`src/rtl/lutsr_rng_pkg.sv`:
```
// Shared types and elaboration-time helpers for the seeded LUT-SR random-bit generator.
package lutsr_rng_pkg;

  typedef enum logic [1:0] {
    ST_IDLE = 2'd0,
    ST_SEED = 2'd1,
    ST_WARM = 2'd2,
    ST_RUN  = 2'd3
  } state_t;

  // Depth of shift register i; the spread keeps neighbouring outputs decorrelated.
  function automatic int unsigned depth(input int unsigned i, input int unsigned k,
                                        input int unsigned kvar);
    return k - ((5 * i) % (kvar + 1));
  endfunction

  function automatic int unsigned seed_len(input int unsigned w, input int unsigned k,
                                           input int unsigned kvar);
    int unsigned s;
    s = 0;
    for (int unsigned i = 0; i < w; i++) s += depth(i, k, kvar);
    return s;
  endfunction

  function automatic int unsigned clog2(input int unsigned v);
    int unsigned r;
    r = 0;
    while ((64'd1 << r) < 64'(v)) r++;
    return r;
  endfunction

  function automatic bit tap_ok(input int unsigned w, input int unsigned t);
    return (t >= 1) && (t <= w - 1);
  endfunction

  // Taps must be in range and pairwise distinct, otherwise XOR terms cancel.
  function automatic bit taps_legal(input int unsigned w, input int unsigned t1,
                                    input int unsigned t2, input int unsigned t3,
                                    input int unsigned t4);
    return tap_ok(w, t1) && tap_ok(w, t2) && tap_ok(w, t3) && tap_ok(w, t4) &&
           (t1 != t2) && (t1 != t3) && (t1 != t4) &&
           (t2 != t3) && (t2 != t4) && (t3 != t4);
  endfunction

  function automatic bit shape_legal(input int unsigned w, input int unsigned k,
                                     input int unsigned kvar);
    return (w >= 16) && (w <= 128) && (k >= 2) && (k <= 32) && (kvar < k - 1);
  endfunction

endpackage

```
`src/rtl/lutsr_rng_sr.sv`:
```
// Clock-enabled shift register without reset, shaped so synthesis can map it onto one SRL.
module lutsr_rng_sr #(
  parameter int unsigned DEPTH = 32
) (
  input  logic clk,
  input  logic i_ce,
  input  logic i_d,
  output logic o_q
);

  logic [DEPTH-1:0] r_sr;

  if (DEPTH == 1) begin : g_one
    always_ff @(posedge clk) begin
      if (i_ce) r_sr <= i_d;
    end
  end else begin : g_many
    always_ff @(posedge clk) begin
      if (i_ce) r_sr <= {r_sr[DEPTH-2:0], i_d};
    end
  end

  assign o_q = r_sr[DEPTH-1];

endmodule

```
`src/rtl/lutsr_rng_seeded.sv`:
```
// LUT-SR uniform random-bit generator with serial seeding, discarded warm-up,
// zero-seed rejection and a valid/ready word output.
module lutsr_rng_seeded
  import lutsr_rng_pkg::*;
#(
  parameter int unsigned W      = 64,
  parameter int unsigned K      = 32,
  parameter int unsigned KVAR   = 6,
  parameter int unsigned T1     = 7,
  parameter int unsigned T2     = 19,
  parameter int unsigned T3     = 41,
  parameter int unsigned T4     = 53,
  parameter int unsigned WARMUP = 256
) (
  input  logic         clk,
  input  logic         reset,
  input  logic         seed_start,
  input  logic         seed_bit,
  input  logic         seed_valid,
  output logic         seed_ready,
  output logic         seed_err,
  output logic [W-1:0] rng,
  output logic         rng_valid,
  input  logic         rng_ready
);

  localparam int unsigned SEED_LEN = seed_len(W, K, KVAR);
  localparam int unsigned CNT_W    = clog2(SEED_LEN + 1);
  localparam int unsigned WARM_W   = clog2(WARMUP + 1);

  if (!taps_legal(W, T1, T2, T3, T4) || !shape_legal(W, K, KVAR)) begin : g_bad_cfg
    $error("lutsr_rng_seeded: illegal W/K/KVAR or feedback taps");
  end

  state_t            r_state;
  logic              r_seed_ready;
  logic              r_seed_err;
  logic              r_rng_valid;
  logic              r_seed_or;
  logic [CNT_W-1:0]  r_seed_cnt;
  logic [WARM_W-1:0] r_warm_cnt;
  logic [W-1:0]      r_out;

  logic [W-1:0]      w_f;
  logic [W-1:0]      w_fb;
  logic [W-1:0]      w_sr_d;
  logic              w_seed_shift;
  logic              w_restart;
  logic              w_step;
  logic              w_sr_ce;
  logic              w_last_bit;

  assign w_seed_shift = (r_state == ST_SEED) && seed_valid;
  assign w_restart    = seed_start && (r_state != ST_SEED);
  assign w_step       = !seed_start &&
                        ((r_state == ST_WARM) ||
                         ((r_state == ST_RUN) && (rng_ready || !r_rng_valid)));
  assign w_sr_ce      = w_seed_shift || w_step;
  assign w_last_bit   = (r_seed_cnt == CNT_W'(SEED_LEN - 1));

  // During SEED the registers form one long chain; otherwise each is fed from r_out.
  for (genvar gi = 0; gi < W; gi++) begin : g_sr
    localparam int unsigned D   = depth(gi, K, KVAR);
    localparam int unsigned I1  = (gi + T1) % W;
    localparam int unsigned I2  = (gi + T2) % W;
    localparam int unsigned I3  = (gi + T3) % W;
    localparam int unsigned I4  = (gi + T4) % W;
    localparam int unsigned INX = (gi + 1) % W;

    logic w_chain;

    if (gi == 0) begin : g_head
      assign w_chain = seed_bit;
    end else begin : g_link
      assign w_chain = w_f[gi-1];
    end

    assign w_fb[gi]   = w_f[gi] ^ w_f[I1] ^ w_f[I2] ^ w_f[I3] ^ w_f[I4];
    assign w_sr_d[gi] = (r_state == ST_SEED) ? w_chain : r_out[INX];

    lutsr_rng_sr #(.DEPTH(D)) u_sr (
      .clk  (clk),
      .i_ce (w_sr_ce),
      .i_d  (w_sr_d[gi]),
      .o_q  (w_f[gi])
    );
  end

  // Output register is zero until the first warm-up step after a seed.
  always_ff @(posedge clk) begin
    if (reset) begin
      r_out <= '0;
    end else if (w_restart || (r_state == ST_SEED) || (r_state == ST_IDLE)) begin
      r_out <= '0;
    end else if (w_step) begin
      r_out <= w_fb;
    end
  end

  always_ff @(posedge clk) begin
    if (reset) begin
      r_state      <= ST_IDLE;
      r_seed_ready <= 1'b0;
      r_seed_err   <= 1'b0;
      r_rng_valid  <= 1'b0;
      r_seed_or    <= 1'b0;
      r_seed_cnt   <= '0;
      r_warm_cnt   <= '0;
    end else begin
      r_seed_err <= 1'b0;
      unique case (r_state)
        ST_IDLE: begin
          if (seed_start) begin
            r_state      <= ST_SEED;
            r_seed_ready <= 1'b1;
            r_seed_cnt   <= '0;
            r_seed_or    <= 1'b0;
          end
        end
        ST_SEED: begin
          if (seed_valid) begin
            if (w_last_bit) begin
              r_seed_ready <= 1'b0;
              r_seed_cnt   <= '0;
              if (r_seed_or || seed_bit) begin
                r_state    <= ST_WARM;
                r_warm_cnt <= '0;
              end else begin
                r_state    <= ST_IDLE;
                r_seed_err <= 1'b1;
              end
            end else begin
              r_seed_cnt <= r_seed_cnt + CNT_W'(1);
              r_seed_or  <= r_seed_or | seed_bit;
            end
          end
        end
        ST_WARM: begin
          if (seed_start) begin
            r_state      <= ST_SEED;
            r_seed_ready <= 1'b1;
            r_seed_cnt   <= '0;
            r_seed_or    <= 1'b0;
            r_warm_cnt   <= '0;
          end else if (r_warm_cnt == WARM_W'(WARMUP - 1)) begin
            r_state     <= ST_RUN;
            r_rng_valid <= 1'b1;
            r_warm_cnt  <= '0;
          end else begin
            r_warm_cnt <= r_warm_cnt + WARM_W'(1);
          end
        end
        ST_RUN: begin
          if (seed_start) begin
            r_state      <= ST_SEED;
            r_seed_ready <= 1'b1;
            r_rng_valid  <= 1'b0;
            r_seed_cnt   <= '0;
            r_seed_or    <= 1'b0;
          end
        end
        default: r_state <= ST_IDLE;
      endcase
    end
  end

  assign seed_ready = r_seed_ready;
  assign seed_err   = r_seed_err;
  assign rng_valid  = r_rng_valid;
  assign rng        = r_out;

endmodule
```
`config.mk`:
```
export PLATFORM = sky130hd
export DESIGN_NAME = lutsr_rng_seeded
export DESIGN_NICKNAME = d
export VERILOG_FILES = /design/src/rtl/lutsr_rng_pkg.sv /design/src/rtl/lutsr_rng_sr.sv /design/src/rtl/lutsr_rng_seeded.sv
export SDC_FILE = /design/constraint.sdc
export NUM_CORES = 1
export LEC_CHECK = 0
export CORE_MARGIN = 4
export CORE_UTILIZATION = 61
export DETAILED_ROUTE_END_ITERATION = 6
export HOLD_SLACK_MARGIN = 0.02
export MAX_ROUTING_LAYER = met4
export PLACE_DENSITY = 0.9
export SLEW_MARGIN = 40
export SYNTH_ARGS = -nofsm -noshare
export SYNTH_HDL_FRONTEND = slang
export SYNTH_SLANG_ARGS = --single-unit
```
`constraint.sdc`:
```
create_clock -name clk -period 240.2 [get_ports clk]
set_input_delay 48.04 -clock clk [delete_from_list [all_inputs] [get_ports clk]]
set_output_delay 48.04 -clock clk [all_outputs]
set_load 0.05 [all_outputs]
```
* After elaboration in Yosys (flattened, before gate mapping)
Cells that the tools add are included.
Word-level totals: register bits after elaboration 1949, input port bits 6, output and inout bits 67, word-level logic and storage cells 468
Cells by class: add/subtract/negate cells 2, eq/ne operators 16, mux-type cells 93, bitwise logic cells 260, reductions and logical operators 25
Operator list (count):
- $xor 1x1->1 | 256
- $mux 1 | 73
- $mux 9 | 5
- $mux 11 | 3
- $pmux 11 s2 | 1
- $pmux 9 s2 | 1
- $mux 2 | 6
- $reduce_and 4->1 | 3
- $add 11x1->11 const B | 1
- $eq 11x11->1 const B | 1
- $ne 2x1->1 const B | 5
- $ne 2x2->1 const B | 5
- $add 9x1->9 const B | 1
- $eq 9x8->1 const B | 1
- $logic_or 1x1->1 | 6
- $pmux 1 s2 | 3
- $pmux 2 s3 | 1
- $reduce_and 3->1 | 2
- $eq 2x2->1 const B | 2
- $logic_and 1x1->1 | 4
- $reduce_bool 2->1 | 2
- $reduce_or 2->1 | 2
- $reduce_or 4->1 | 1
- $ne 3x2->1 const B | 1
- other kinds (7) | 10

* Logic depth before layout (Yosys ltp)
Gate-level depths: netlist (run 1).
word-level depth 6, depth in mapped cells 8, depth with buffers taken out 6

* Hierarchy
A second synthesis (run 1) with hierarchy kept.
Second synthesis, totals: cells, all modules 2431, area total of the unflattened synthesis 61626.6 um^2
Modules (own cells, without submodules):
- lutsr_rng_sr (g_sr[0].u_sr ...) | times used 10, cells an instance 32, area an instance 960.9 um^2, sequential area each 960.9 um^2
- lutsr_rng_sr (g_sr[10].u_sr ...) | times used 9, cells an instance 31, area an instance 930.9 um^2, sequential area each 930.9 um^2
- lutsr_rng_sr (g_sr[13].u_sr ...) | times used 9, cells an instance 30, area an instance 900.9 um^2, sequential area each 900.9 um^2
- lutsr_rng_sr (g_sr[16].u_sr ...) | times used 9, cells an instance 29, area an instance 870.8 um^2, sequential area each 870.8 um^2
- lutsr_rng_sr (g_sr[12].u_sr ...) | times used 9, cells an instance 28, area an instance 840.8 um^2, sequential area each 840.8 um^2
- lutsr_rng_sr (g_sr[15].u_sr ...) | times used 9, cells an instance 27, area an instance 810.8 um^2, sequential area each 810.8 um^2
- lutsr_rng_sr (g_sr[11].u_sr ...) | times used 9, cells an instance 26, area an instance 780.7 um^2, sequential area each 780.7 um^2
- lutsr_rng_seeded | times used 1, cells an instance 572, area an instance 5803.1 um^2, sequential area each 1801.7 um^2

* Worst setup path after synthesis (run 1)
OpenSTA, ideal clock, no wires.
path kind input to register, start in rng_ready, end reg g_sr[0].u_sr.r_sr[0], enable pin, setup time 6.678 ns, arrival time 177.325 ns, data required time 233.522 ns, setup slack 56.198 ns, stages 3, path buffers 0, cell sequence nand2b_1 > a21oi_1 > o21ai_0
Between the ends: word-level cells in the longest chain between the ends 5
RTL lines:
- start: declaration | RTL line lutsr_rng_seeded.sv:24 | input logic rng_ready
- $logic_or 1x1->1 | RTL line lutsr_rng_seeded.sv:57 | ((r_state == ST_RUN) && (rng_ready || !r_rng_valid)));
- $logic_and 1x1->1 | RTL line lutsr_rng_seeded.sv:57
- $logic_or 1x1->1 | RTL line lutsr_rng_seeded.sv:56 | ((r_state == ST_WARM) ||
- $logic_and 1x1->1 | RTL line lutsr_rng_seeded.sv:55 | assign w_step = !seed_start &&
- $logic_or 1x1->1 | RTL line lutsr_rng_seeded.sv:58 | assign w_sr_ce = w_seed_shift || w_step;
- net g_sr[0].u_sr.i_ce | RTL line lutsr_rng_sr.sv:6 | input logic i_ce,
- end signal: assignment | RTL line lutsr_rng_sr.sv:19 | if (i_ce) r_sr <= {r_sr[DEPTH-2:0], i_d};
- end: declaration | RTL line lutsr_rng_sr.sv:11 | logic [DEPTH-1:0] r_sr;
The timed path passes the listed nets, and every way through them passes these cells. A chain may end at the register's enable or synchronous reset.

* Worst setup path in the final report (run 1)
start in rng_ready, end reg g_sr[28].u_sr.r_sr[24], enable pin
Between the ends: word-level cells in the longest chain between the ends 5
RTL lines (RTL line):
- $logic_or 1x1->1 | lutsr_rng_seeded.sv:57
- $logic_and 1x1->1 | lutsr_rng_seeded.sv:57
- $logic_or 1x1->1 | lutsr_rng_seeded.sv:56
- $logic_and 1x1->1 | lutsr_rng_seeded.sv:55
- $logic_or 1x1->1 | lutsr_rng_seeded.sv:58
- net g_sr[0].u_sr.i_ce | lutsr_rng_sr.sv:6
- end signal: assignment | lutsr_rng_sr.sv:19
- end: declaration | lutsr_rng_sr.sv:11
The timed path passes the listed nets, and every way through them passes these cells.

==> implementation parameters, run 1 <==
Parameter                              Value

Logic synthesis
  Number of synthesized register bits    1,949
  Ys flop type    sky130_fd_sc_hd__edfxtp_1
  Proportion of synthesized chip area in sequential cells    93.2%
  Synthesized net count    2,475
  Count of distinct cell types in the synthesized netlist    48
  Synthesized area per cell    25.1 um2
  Yosys warns    0
  Share of synthesized registers carrying an async set or reset    0%
  Post-Syn Instances    2,462
  Post-synth EDFFs    1,859
  Area of the mapped netlist    0.0618 mm2

Finish
  Final design utilization    69.7%
  Ratio of cells with drive above 1 in the final layout    11.8%
  Finished layout cell area    0.0699 mm2
  Area overhead of the layout relative to synthesis    13.0%
  Layout net count    2,703
  Most common library cell in the layout ignoring fill and taps    sky130_fd_sc_hd__edfxtp_1
  Most used cells in the layout excluding fill and tap cells    1,859 x sky130_fd_sc_hd__edfxtp_1, 203 x sky130_fd_sc_hd__xnor2_1, 173 x sky130_fd_sc_hd__clkbuf_16, 90 x sky130_fd_sc_hd__dfxtp_1, 72 x sky130_fd_sc_hd__clkdlybuf4s50_1
  Non-Filler Instances    4,188

Place
  # port buffers    72
  Number of placed cells counting well taps    3,871
  Placement-stage cell area    0.0644 mm2
  Gpl congestion    0.890
  Pre-CTS worst setup slack    187.26 ns
  Detailed placer's ending HPWL    59,500 um

Floorplanning
  Standard cell core area    0.100 mm2
  Starting utilization of the core area    61.6%
  Width of the die    326 um
  Boundary pin count    73
  Die Span Y    326 um
  Num rows    116
  Die ar.    0.107 mm2

Pwr
  Worst vdd rail ir drop    0.00964 mV
  Part of the power in combinational logic    11.8%
  Power density over cell area    13.9 mW/mm2
  Clock network fraction of total power    27.8%
  Leakage Power    22.4 nW
  Net switching fraction of the power    26.9%
  Sequential Power Share    60.4%
  Overall power consumption    974 uW
  Net switching component of the power    262 uW
  Cell-internal power    712 uW

Drt
  Routed len/inst    29.1 um
  Count of TritonRoute iterations in the first routing pass    5
  Drt total wl    122,000 um
  Detailed router's first-iteration violation count    3,622
  Via-per-instance ratio    5.91
  Vias    24,800
  DRC errors left    0
  Count of antenna-violating nets left after detailed routing    0

Critical path
  Startpoint Class    input port
  Depth of the worst register-to-register path    10
  Crit path arrival time    52.72 ns
  CP cell instances    clkdlybuf4s50_1 -> nand2b_1 -> a21oi_1 -> o21ai_4 -> buf_4 -> buf_12 -> buf_16 -> buf_6 -> buf_12 -> buf_16
  Critical path endpoint    g_sr[28].u_sr.r_sr[24]$_DFFE_PP_
  Largest stage delay on the critical path    0.70 ns
  Critical Path Fanout Max    130
  Critical path startpoint    rng_ready
  Source of the worst register-to-register timing path    r_state[0]$_SDFFE_PP0P_
  Worst flop-to-flop path endpoint    g_sr[28].u_sr.r_sr[24]$_DFFE_PP_
  CP max stage cell    sky130_fd_sc_hd__buf_6
  Worst setup slack for register-to-register paths    234.98 ns
  CP Capture Type    register
  Type of the worst setup path    in -> reg
  CP required    240.60 ns

Clock network
  Clk root buf    sky130_fd_sc_hd__clkbuf_16
  Cells resized by post-CTS repair    0
  Sink count of the clock tree    1,949
  Maximum root-to-sink buffer count    3
  Later-pin clock latency in the skew report    0.79 ns
  Buffer count from post-CTS setup fixing    0
  TritonCTS Buffers    172
  Clock tree from TritonCTS    built
  Cts hold-fix bufs    0
  Clock slew at reported path FFs    0.07 ns
  # H-tree levels    4

GRT
  Via count of the first global-routing pass    24,900
  Global route overflow    0
  Global-route wire length before repair    176,000 um
  Number of antenna violations at the first check in global routing    9
  Tot GR Track Use    23.7%
  Maximum number of pins on one net before global-route repair    131

Timing
  Worst slew slack as a fraction of its limit    45.7%
  Final worst path period need    52.32 ns
  Final Hold Slack    0.393 ns
  Min setup slack post-route    187.88 ns
  Post-route fraction of the period consumed by the critical path    21.8%
  Final slew viol count    0
  Setup_tns    0 ns
  Final setup violating endpoints    0
  Slew at the pin closest to its max-slew limit    0.814 ns
  Max Clk Rate    19.1 MHz
  Number of failing hold endpoints at the final stage    0
  Unrepaired setup endpoints after global routing    no
  Max Clock Skew    0.0345 ns

Hold path
  Hold crit path type    reg -> reg

Run
  Number of violations of the max-capacitance limit    0

Outcome
  Result of the run    completed
==> state kept, by name, indices dropped and copies added, names as in the netlist, 2 cells and up <==
name and cells:
g_sr.u_sr.r_sr 1859, r_seed_cnt 11, r_state 2, r_warm_cnt 9, rng 64
==> synthesized netlist by cell type, types with 2 or more instances <==
| library cell | count | area share, % |
|---|---|---|
| sky130_fd_sc_hd__nor3_1 | 3 | 0.024 |
| sky130_fd_sc_hd__buf_6 | 6 | 0.11 |
| sky130_fd_sc_hd__nand3_1 | 11 | 0.089 |
| sky130_fd_sc_hd__o32ai_1 | 5 | 0.071 |
| sky130_fd_sc_hd__clkbuf_1 | 24 | 0.15 |
| sky130_fd_sc_hd__or4_1 | 3 | 0.036 |
| sky130_fd_sc_hd__nor2b_1 | 3 | 0.030 |
| sky130_fd_sc_hd__a21oi_1 | 11 | 0.089 |
| sky130_fd_sc_hd__a211oi_1 | 2 | 0.024 |
| sky130_fd_sc_hd__edfxtp_1 | 1859 | 90 |
| sky130_fd_sc_hd__o31ai_1 | 4 | 0.049 |
| sky130_fd_sc_hd__and3_1 | 4 | 0.040 |
| sky130_fd_sc_hd__or3_1 | 4 | 0.040 |
| sky130_fd_sc_hd__a22o_1 | 64 | 0.91 |
| sky130_fd_sc_hd__nand4_1 | 7 | 0.071 |
| sky130_fd_sc_hd__nand2b_1 | 4 | 0.040 |
| sky130_fd_sc_hd__o21ai_0 | 11 | 0.089 |
| sky130_fd_sc_hd__or2_2 | 2 | 0.020 |
| sky130_fd_sc_hd__buf_4 | 7 | 0.085 |
| sky130_fd_sc_hd__nor2_1 | 11 | 0.067 |
| sky130_fd_sc_hd__buf_2 | 5 | 0.040 |
| sky130_fd_sc_hd__xnor2_1 | 203 | 2.9 |
| sky130_fd_sc_hd__ha_1 | 7 | 0.14 |
| sky130_fd_sc_hd__nand2_1 | 10 | 0.061 |
| sky130_fd_sc_hd__dfxtp_1 | 90 | 2.9 |
| sky130_fd_sc_hd__mux2_2 | 65 | 1.2 |
| sky130_fd_sc_hd__a22oi_1 | 5 | 0.061 |
| sky130_fd_sc_hd__inv_1 | 9 | 0.055 |
| sky130_fd_sc_hd__xor2_1 | 4 | 0.057 |
==> area by class of cell <==
type,count,area [um2]
fill,5319,30400
timing repair buffer,96,1130
clock buffer,215,4520
antenna,6,15.0
tap,1357,1700
multi-input combinational,461,3960
sequential,1949,57600
clock inverter,94,883
inverter,10,37.5
==> worst min-delay path by stage <==
stage                                                 from                               end  slack, ns  cells past startpoint
after floorplan             g_sr[0].u_sr.r_sr[9]$_DFFE_PP_   g_sr[0].u_sr.r_sr[10]$_DFFE_PP_       0.40                      0
after global placement    g_sr[34].u_sr.r_sr[27]$_DFFE_PP_  g_sr[34].u_sr.r_sr[28]$_DFFE_PP_       0.40                      0
after detailed placement   g_sr[0].u_sr.r_sr[26]$_DFFE_PP_   g_sr[0].u_sr.r_sr[27]$_DFFE_PP_       0.40                      0
after CTS                 g_sr[41].u_sr.r_sr[24]$_DFFE_PP_  g_sr[41].u_sr.r_sr[25]$_DFFE_PP_       0.40                      0
after global routing      g_sr[34].u_sr.r_sr[16]$_DFFE_PP_  g_sr[34].u_sr.r_sr[17]$_DFFE_PP_       0.41                      0
final                     g_sr[41].u_sr.r_sr[24]$_DFFE_PP_  g_sr[41].u_sr.r_sr[25]$_DFFE_PP_       0.39                      0
==> kinds of logic (layout without fill, tap and decap cells) <==
group | Yosys count | count (layout) | synth area share [%]
DFF | 1949 | 1949 | 93.2
adders and majority gates | 7 | 7 | 0.142
xor gates and xnor gates | 207 | 207 | 2.93
muxes | 66 | 66 | 1.20
AOI/OAI and AO/OA | 113 | 113 | 1.44
buffers and inverters | 52 | 415 | 0.441
and+or+nand+nor | 68 | 68 | 0.643
other | 0 | 6 | 0
==> critical path: cells and delay by family <==
kind                   cells  cell delay [ns]
buffers and inverters      7             3.68
AO/OA/AOI/OAI              2             0.38
AND/OR/NAND/NOR            1             0.15
==> routing by layer <==
metal / vias up / global-route usage (%) / wire (um)
li1: 10200 / - / -
met1: 12600 / 30.7 / 45200
met2: 1548 / 37.0 / 59700
met3: 369 / 6.07 / 11900
met4: 0 / 8.70 / 4990
met5: - / - / 0
==> power by group through the flow <==
stage,Sequential [mW],Combinational [mW],Clock (mW)
floorplan,1.15,0.0776,0
global placement,0.577,0.0972,0
detailed placement,0.584,0.108,0
CTS,0.590,0.114,0.275
global route,0.597,0.120,0.292
finish,0.589,0.115,0.270
(Power assumes the default switching activity.)
==> run 2: changes to the inputs <==
- CORE_UTILIZATION: 61 -> 55
- PLACE_DENSITY: 0.9 -> 0.86
- clock period: 240.2 -> 42.9 ns (I/O delays scaled with it)
==> implementation parameters, run 2 (same netlist as run 1, synthesis figures left out) <==
Parameter                              Value

Outcome
  Result of the run    completed (unchanged)

Finish
  Multi-input logic area    0.00396 mm2 (unchanged)
  Ratio of cells with drive above 1 in the final layout    12.3% (was 11.8%)
  Non-Filler Instances    4,316 (was 4,188)
  Largest register FFs    1,859 (unchanged)
  Most used cells in the layout excluding fill and tap cells    1,859 x sky130_fd_sc_hd__edfxtp_1, 203 x sky130_fd_sc_hd__xnor2_1, 170 x sky130_fd_sc_hd__clkbuf_16, 90 x sky130_fd_sc_hd__dfxtp_1, 72 x sky130_fd_sc_hd__clkdlybuf4s50_1 (was 1,859 x sky130_fd_sc_hd__edfxtp_1, 203 x sky130_fd_sc_hd__xnor2_1, 173 x sky130_fd_sc_hd__clkbuf_16, 90 x sky130_fd_sc_hd__dfxtp_1, 72 x sky130_fd_sc_hd__clkdlybuf4s50_1)
  Most common library cell in the layout ignoring fill and taps    sky130_fd_sc_hd__edfxtp_1 (unchanged)
  Filler cells    6,775 (was 5,319)
  Layout net count    2,705 (was 2,703)
  Combined flip-flop and latch cell area    0.0576 mm2 (unchanged)
  Area overhead of the layout relative to synthesis    13.6% (was 13.0%)
  Most flop-heavy register    g_sr.u_sr.r_sr (unchanged)

Critical path
  Largest stage delay on the critical path    0.64 ns (was 0.70 ns)
  Critical path endpoint    g_sr[17].u_sr.r_sr[23]$_DFFE_PP_ (was g_sr[28].u_sr.r_sr[24]$_DFFE_PP_)
  Source of the worst register-to-register timing path    r_state[0]$_SDFFE_PP0P_ (unchanged)
  Crit path arrival time    13.71 ns (was 52.72 ns)
  CP max stage cell    sky130_fd_sc_hd__buf_6 (unchanged)
  Startpoint Class    input port (unchanged)
  Critical Path Fanout Max    113 (was 130)
  Worst flop-to-flop path endpoint    g_sr[17].u_sr.r_sr[23]$_DFFE_PP_ (was g_sr[28].u_sr.r_sr[24]$_DFFE_PP_)
  Critical path startpoint    rng_ready (unchanged)
  CP required    43.31 ns (was 240.60 ns)
  CP Capture Type    register (unchanged)
  Depth of the worst register-to-register path    13 (was 10)
  Type of the worst setup path    in -> reg (unchanged)
  Worst setup slack for register-to-register paths    37.23 ns (was 234.98 ns)
  CP cell instances    clkdlybuf4s50_1 -> nand2b_1 -> a21oi_1 -> o21ai_4 -> buf_8 -> buf_16 -> buf_6 -> buf_6 -> buf_12 -> buf_6 -> buf_12 -> buf_16 -> buf_16 (was clkdlybuf4s50_1 -> nand2b_1 -> a21oi_1 -> o21ai_4 -> buf_4 -> buf_12 -> buf_16 -> buf_6 -> buf_12 -> buf_16)

Clock network
  TritonCTS Buffers    169 (was 172)
  Later-pin clock latency in the skew report    0.78 ns (was 0.79 ns)
  Maximum root-to-sink buffer count    3 (unchanged)
  Cts hold-fix bufs    0 (unchanged)
  Clock tree from TritonCTS    built (unchanged)
  Clk root buf    sky130_fd_sc_hd__clkbuf_16 (unchanged)
  # H-tree levels    4 (unchanged)
  Clock slew at reported path FFs    0.07 ns (about the same)
  Sink count of the clock tree    1,949 (unchanged)
  Buffer count from post-CTS setup fixing    0 (unchanged)
  Cells resized by post-CTS repair    0 (unchanged)

Hold path
  Hold crit path type    reg -> reg (unchanged)

Timing
  Final worst path period need    13.30 ns
  Number of failing hold endpoints at the final stage    0 (unchanged)
  Slew at the pin closest to its max-slew limit    0.825 ns (was 0.814 ns)
  Unrepaired setup endpoints after global routing    no (unchanged)
  Post-route fraction of the period consumed by the critical path    31.0%
  Worst slew slack as a fraction of its limit    44.8% (was 45.7%)
  Final slew viol count    0 (unchanged)
  Setup_tns    0 ns (unchanged)
  Max Clock Skew    0.0242 ns (was 0.0345 ns)
  Max Clk Rate    75.2 MHz
  Final setup violating endpoints    0 (unchanged)

Floorplanning
  Die Span Y    343 um (was 326 um)
  Standard cell core area    0.111 mm2 (was 0.100 mm2)
  Starting utilization of the core area    55.6% (was 61.6%)
  Num rows    122 (was 116)
  Boundary pin count    73 (unchanged)
  Width of the die    343 um (was 326 um)
  Die ar.    0.118 mm2 (was 0.107 mm2)

Drt
  DRC errors left    0 (unchanged)
  Routed len/inst    27.3 um (was 29.1 um)
  Via-per-instance ratio    5.66 (was 5.91)
  Detailed router's first-iteration violation count    3,359 (was 3,622)
  Count of TritonRoute iterations in the first routing pass    6 (was 5)
  Drt total wl    118,000 um (was 122,000 um)
  Count of antenna-violating nets left after detailed routing    0 (unchanged)
  Vias    24,400 (was 24,800)

Pwr
  Worst vdd rail ir drop    0.0565 mV (was 0.00964 mV)
  Power density over cell area    78.1 mW/mm2 (was 13.9 mW/mm2)
  Leakage Power    22.5 nW (was 22.4 nW)

GRT
  Maximum number of pins on one net before global-route repair    182 (was 131)
  Tot GR Track Use    20.8% (was 23.7%)
  Global route overflow    0 (unchanged)
  Via count of the first global-routing pass    24,800 (was 24,900)
  Global-route wire length before repair    172,000 um (was 176,000 um)
  Number of antenna violations at the first check in global routing    6 (was 9)

Place
  # port buffers    72 (unchanged)
  Gpl congestion    0.887 (was 0.890)
  Number of placed cells counting well taps    4,006 (was 3,871)
  Detailed placer's ending HPWL    56,600 um (was 59,500 um)

Run
  Number of violations of the max-capacitance limit    0 (unchanged)
run 2: worst min path at each step:
stage / from / endpoint / slack [ns] / depth (start not counted)
3_5_place_dp: g_sr[0].u_sr.r_sr[0]$_DFFE_PP_ / g_sr[0].u_sr.r_sr[1]$_DFFE_PP_ / 0.40 / 0
6_report: g_sr[4].u_sr.r_sr[1]$_DFFE_PP_ / g_sr[4].u_sr.r_sr[2]$_DFFE_PP_ / 0.41 / 0
3_3_place_gp: g_sr[30].u_sr.r_sr[23]$_DFFE_PP_ / g_sr[30].u_sr.r_sr[24]$_DFFE_PP_ / 0.40 / 0
5_1_grt: g_sr[15].u_sr.r_sr[3]$_DFFE_PP_ / g_sr[15].u_sr.r_sr[4]$_DFFE_PP_ / 0.41 / 0
2_1_floorplan: g_sr[0].u_sr.r_sr[9]$_DFFE_PP_ / g_sr[0].u_sr.r_sr[10]$_DFFE_PP_ / 0.40 / 0
4_1_cts: g_sr[4].u_sr.r_sr[1]$_DFFE_PP_ / g_sr[4].u_sr.r_sr[2]$_DFFE_PP_ / 0.40 / 0
run 2: metal layers:
metal,share of wire (%),up-vias,global-route usage (%),wire [um]
met3,10,327,5.33,11900
met2,48,1437,31.9,56800
li1,-,10200,-,-
met4,3.5,0,7.20,4150
met5,0,-,-,0
met1,38,12500,27.6,45100
run 2: cell type report:
class                   instances  share of cell area [%]
clock buffers                 218                    6.46
flip-flops and latches       1949                    82.1
diodes                          1                 0.00356
inverters                      10                  0.0535
well taps                    1488                    2.65
clock inverters                88                    1.46
repair buffers                101                    1.67
multi-input cells             461                    5.63
run 2: worst max-delay path: cells and delay by family:
kind / cells / cell delay (ns)
simple gates: 1 / 0.13
buf+inv: 10 / 4.25
compound gates: 2 / 0.45
run 2: power by group:
part,internal (mW),switching [mW],total (mW)
clock network,0.863,0.699,1.56
logic,0.185,0.460,0.645
registers,2.98,0.293,3.28
run 2: per-stage QoR:
step	power, mW	instance area [um2]	hold WS, ns	setup WS, ns	utilization [%]
finish	5.48	70200	0.406	29.60	63.2
global route	5.68	70200	0.408	29.33	63.2
CTS	5.51	70100	0.398	29.07	63.1
detailed placement	3.85	64500	0.405	28.33	58.1
global placement	3.77	64400	0.400	28.01	57.9
floorplan	4.23	61800	0.400	3.57	-
==> run 3: changes to the inputs <==
- CORE_UTILIZATION: 55 -> 61
- PLACE_DENSITY: 0.86 -> 0.9
- clock period: 42.9 -> 13.2 ns (I/O delays scaled with it)
==> implementation parameters, run 3 (same netlist as run 1, synthesis figures left out) <==
Parameter                              Value

Critical path
  Startpoint Class    input port (unchanged)
  CP Capture Type    register (unchanged)
  Critical Path Fanout Max    126 (was 113)
  CP required    13.60 ns (was 43.31 ns)
  Crit path arrival time    6.29 ns (was 13.71 ns)
  Type of the worst setup path    in -> reg (unchanged)

Pwr
  Worst vdd rail ir drop    0.168 mV (was 0.0565 mV)
  Leakage Power    22.5 nW (about the same)
  Sequential Power Share    60.1% (was 59.7%)
  Part of the power in combinational logic    11.5% (was 11.8%)
  Overall power consumption    17.7 mW (was 5.48 mW)
  Cell-internal power    13.1 mW (was 4.03 mW)
  Power density over cell area    253 mW/mm2 (was 78.1 mW/mm2)
  Net switching component of the power    4.63 mW (was 1.45 mW)
  Clock network fraction of total power    28.4% (was 28.5%)
  Net switching fraction of the power    26.2% (was 26.5%)

Place
  Number of placed cells counting well taps    3,870 (was 4,006)
  Gpl congestion    0.854 (was 0.887)
  # port buffers    72 (unchanged)
  Detailed placer's ending HPWL    58,300 um (was 56,600 um)

Outcome
  Violations in the final reports    design-rule violations
  Result of the run    finished, violations left (was completed)

GRT
  Global-route wire length before repair    168,000 um (was 172,000 um)
  Tot GR Track Use    22.5% (was 20.8%)
  Number of antenna violations at the first check in global routing    7 (was 6)
  Global route overflow    0 (unchanged)
  Maximum number of pins on one net before global-route repair    175 (was 182)
  Via count of the first global-routing pass    24,300 (was 24,800)

Finish
  Ratio of cells with drive above 1 in the final layout    12.0% (was 12.3%)
  Area overhead of the layout relative to synthesis    13.3% (was 13.6%)
  Non-Filler Instances    4,196 (was 4,316)
  Layout net count    2,702 (was 2,705)
  Most common library cell in the layout ignoring fill and taps    sky130_fd_sc_hd__edfxtp_1 (unchanged)
  Most used cells in the layout excluding fill and tap cells    1,859 x sky130_fd_sc_hd__edfxtp_1, 203 x sky130_fd_sc_hd__xnor2_1, 175 x sky130_fd_sc_hd__clkbuf_16, 90 x sky130_fd_sc_hd__dfxtp_1, 72 x sky130_fd_sc_hd__clkdlybuf4s50_1 (was 1,859 x sky130_fd_sc_hd__edfxtp_1, 203 x sky130_fd_sc_hd__xnor2_1, 170 x sky130_fd_sc_hd__clkbuf_16, 90 x sky130_fd_sc_hd__dfxtp_1, 72 x sky130_fd_sc_hd__clkdlybuf4s50_1)
  Largest register FFs    1,859 (unchanged)
  Most flop-heavy register    g_sr.u_sr.r_sr (unchanged)

Clock network
  Cts hold-fix bufs    0 (unchanged)
  Clock slew at reported path FFs    0.07 ns (about the same)
  Sink count of the clock tree    1,949 (unchanged)
  Buffer count from post-CTS setup fixing    0 (unchanged)
  Clk root buf    sky130_fd_sc_hd__clkbuf_16 (unchanged)
  Clock tree from TritonCTS    built (unchanged)
  Cells resized by post-CTS repair    0 (unchanged)
  # H-tree levels    4 (unchanged)
  Maximum root-to-sink buffer count    3 (unchanged)
  Later-pin clock latency in the skew report    0.80 ns (was 0.78 ns)
  TritonCTS Buffers    172 (was 169)

Drt
  Count of TritonRoute iterations in the first routing pass    7 (was 6)
  Detailed router's first-iteration violation count    3,270 (was 3,359)
  DRC errors left    1 (was 0)
  Vias    24,000 (was 24,400)
  Via-per-instance ratio    5.72 (was 5.66)
  Drt total wl    114,000 um (was 118,000 um)
  Count of antenna-violating nets left after detailed routing    0 (unchanged)
  Routed len/inst    27.3 um (about the same)

Run
  Number of violations of the max-capacitance limit    0 (unchanged)

Floorplanning
  Die ar.    0.107 mm2 (was 0.118 mm2)
  Die Span Y    326 um (was 343 um)
  Boundary pin count    73 (unchanged)
  Width of the die    326 um (was 343 um)
  Standard cell core area    0.100 mm2 (was 0.111 mm2)
  Num rows    116 (was 122)
  Starting utilization of the core area    61.6% (was 55.6%)

Hold path
  Hold crit path type    reg -> reg (unchanged)

Timing
  Number of failing hold endpoints at the final stage    0 (unchanged)
  Max Clock Skew    0.0400 ns (was 0.0242 ns)
  Unrepaired setup endpoints after global routing    no (unchanged)
  Setup_tns    0 ns (unchanged)
  Final slew viol count    0 (unchanged)
  Max Clk Rate    170 MHz
  Worst slew slack as a fraction of its limit    42.2% (was 44.8%)
  Post-route fraction of the period consumed by the critical path    44.7%
  Final worst path period need    5.90 ns
  Final setup violating endpoints    0 (unchanged)
  Slew at the pin closest to its max-slew limit    0.867 ns (was 0.825 ns)
==> run 3: cell count changes in the layout (fill, tap and decap cells not counted), moves of 2 or more <==
cell                        before  now
sky130_fd_sc_hd__clkinv_4        2    4
sky130_fd_sc_hd__clkinv_2       27   25
sky130_fd_sc_hd__diode_2         1    4
sky130_fd_sc_hd__buf_6          13    7
sky130_fd_sc_hd__buf_12          5    7
sky130_fd_sc_hd__bufinv_16      18   14
sky130_fd_sc_hd__clkbuf_1       38   41
sky130_fd_sc_hd__clkbuf_8       12    6
sky130_fd_sc_hd__clkbuf_16     170  175
sky130_fd_sc_hd__clkinv_1       23   38
==> run 3: power by group through the flow <==
stage	clock network [mW]	registers, mW	logic, mW
2_1_floorplan	0	12.0	1.34
3_3_place_gp	0	10.5	1.80
3_5_place_dp	0	10.6	1.93
4_1_cts	5.12	10.7	2.00
5_1_grt	5.40	10.8	2.15
6_report	5.02	10.6	2.03
==> run 3: final timing paths <==
| check | from | endpoint | slack, ns | cells past startpoint |
|---|---|---|---|---|
| max | seed_start | g_sr[29].u_sr.r_sr[9]$_DFFE_PP_ | 7.30 | 7 |
| min | g_sr[17].u_sr.r_sr[19]$_DFFE_PP_ | g_sr[17].u_sr.r_sr[20]$_DFFE_PP_ | 0.40 | 0 |
| max reg2reg | r_state[0]$_SDFFE_PP0P_ | g_sr[29].u_sr.r_sr[9]$_DFFE_PP_ | 9.07 | 9 |
| min reg2reg | g_sr[17].u_sr.r_sr[19]$_DFFE_PP_ | g_sr[17].u_sr.r_sr[20]$_DFFE_PP_ | 0.40 | 0 |
==> run 3: layout make-up <==
type | instances | area, um2
Tap cell | 1357 | 1700
Multi-Input combinational cell | 461 | 3970
Timing Repair Buffer | 95 | 1130
Antenna cell | 4 | 10.0
Clock inverter | 98 | 942
Sequential cell | 1949 | 57600
Clock buffer | 222 | 4620
Fill cell | 5386 | 30300
Inverter | 10 | 37.5
==> run 3: per-stage QoR <==
step	hold WS [ns]	setup slack, ns	cell area [um2]	util, %
6_report	0.399	7.30	70000	69.8
5_1_grt	0.405	7.22	70000	69.8
4_1_cts	0.399	7.55	70000	69.8
3_5_place_dp	0.405	6.73	64400	64.2
3_3_place_gp	0.401	6.88	64300	64.1
2_1_floorplan	0.400	-20.11	61900	-
==> run 3: critical path, stage by stage <==
cell                              delay [ns]
sky130_fd_sc_hd__clkdlybuf4s50_1        0.73
sky130_fd_sc_hd__o21ai_4                0.27
sky130_fd_sc_hd__buf_4                  0.57
sky130_fd_sc_hd__buf_12                 0.33
sky130_fd_sc_hd__buf_16                 0.47
sky130_fd_sc_hd__buf_12                 0.55
sky130_fd_sc_hd__buf_16                 0.48
==> run 3: metal layers <==
metal / up-vias / global-route usage (%) / wire (um)
met5: - / - / 0
met4: 0 / 6.95 / 3200
met3: 259 / 5.74 / 10300
met2: 1192 / 34.7 / 55900
met1: 12300 / 30.2 / 44900
li1: 10200 / - / -
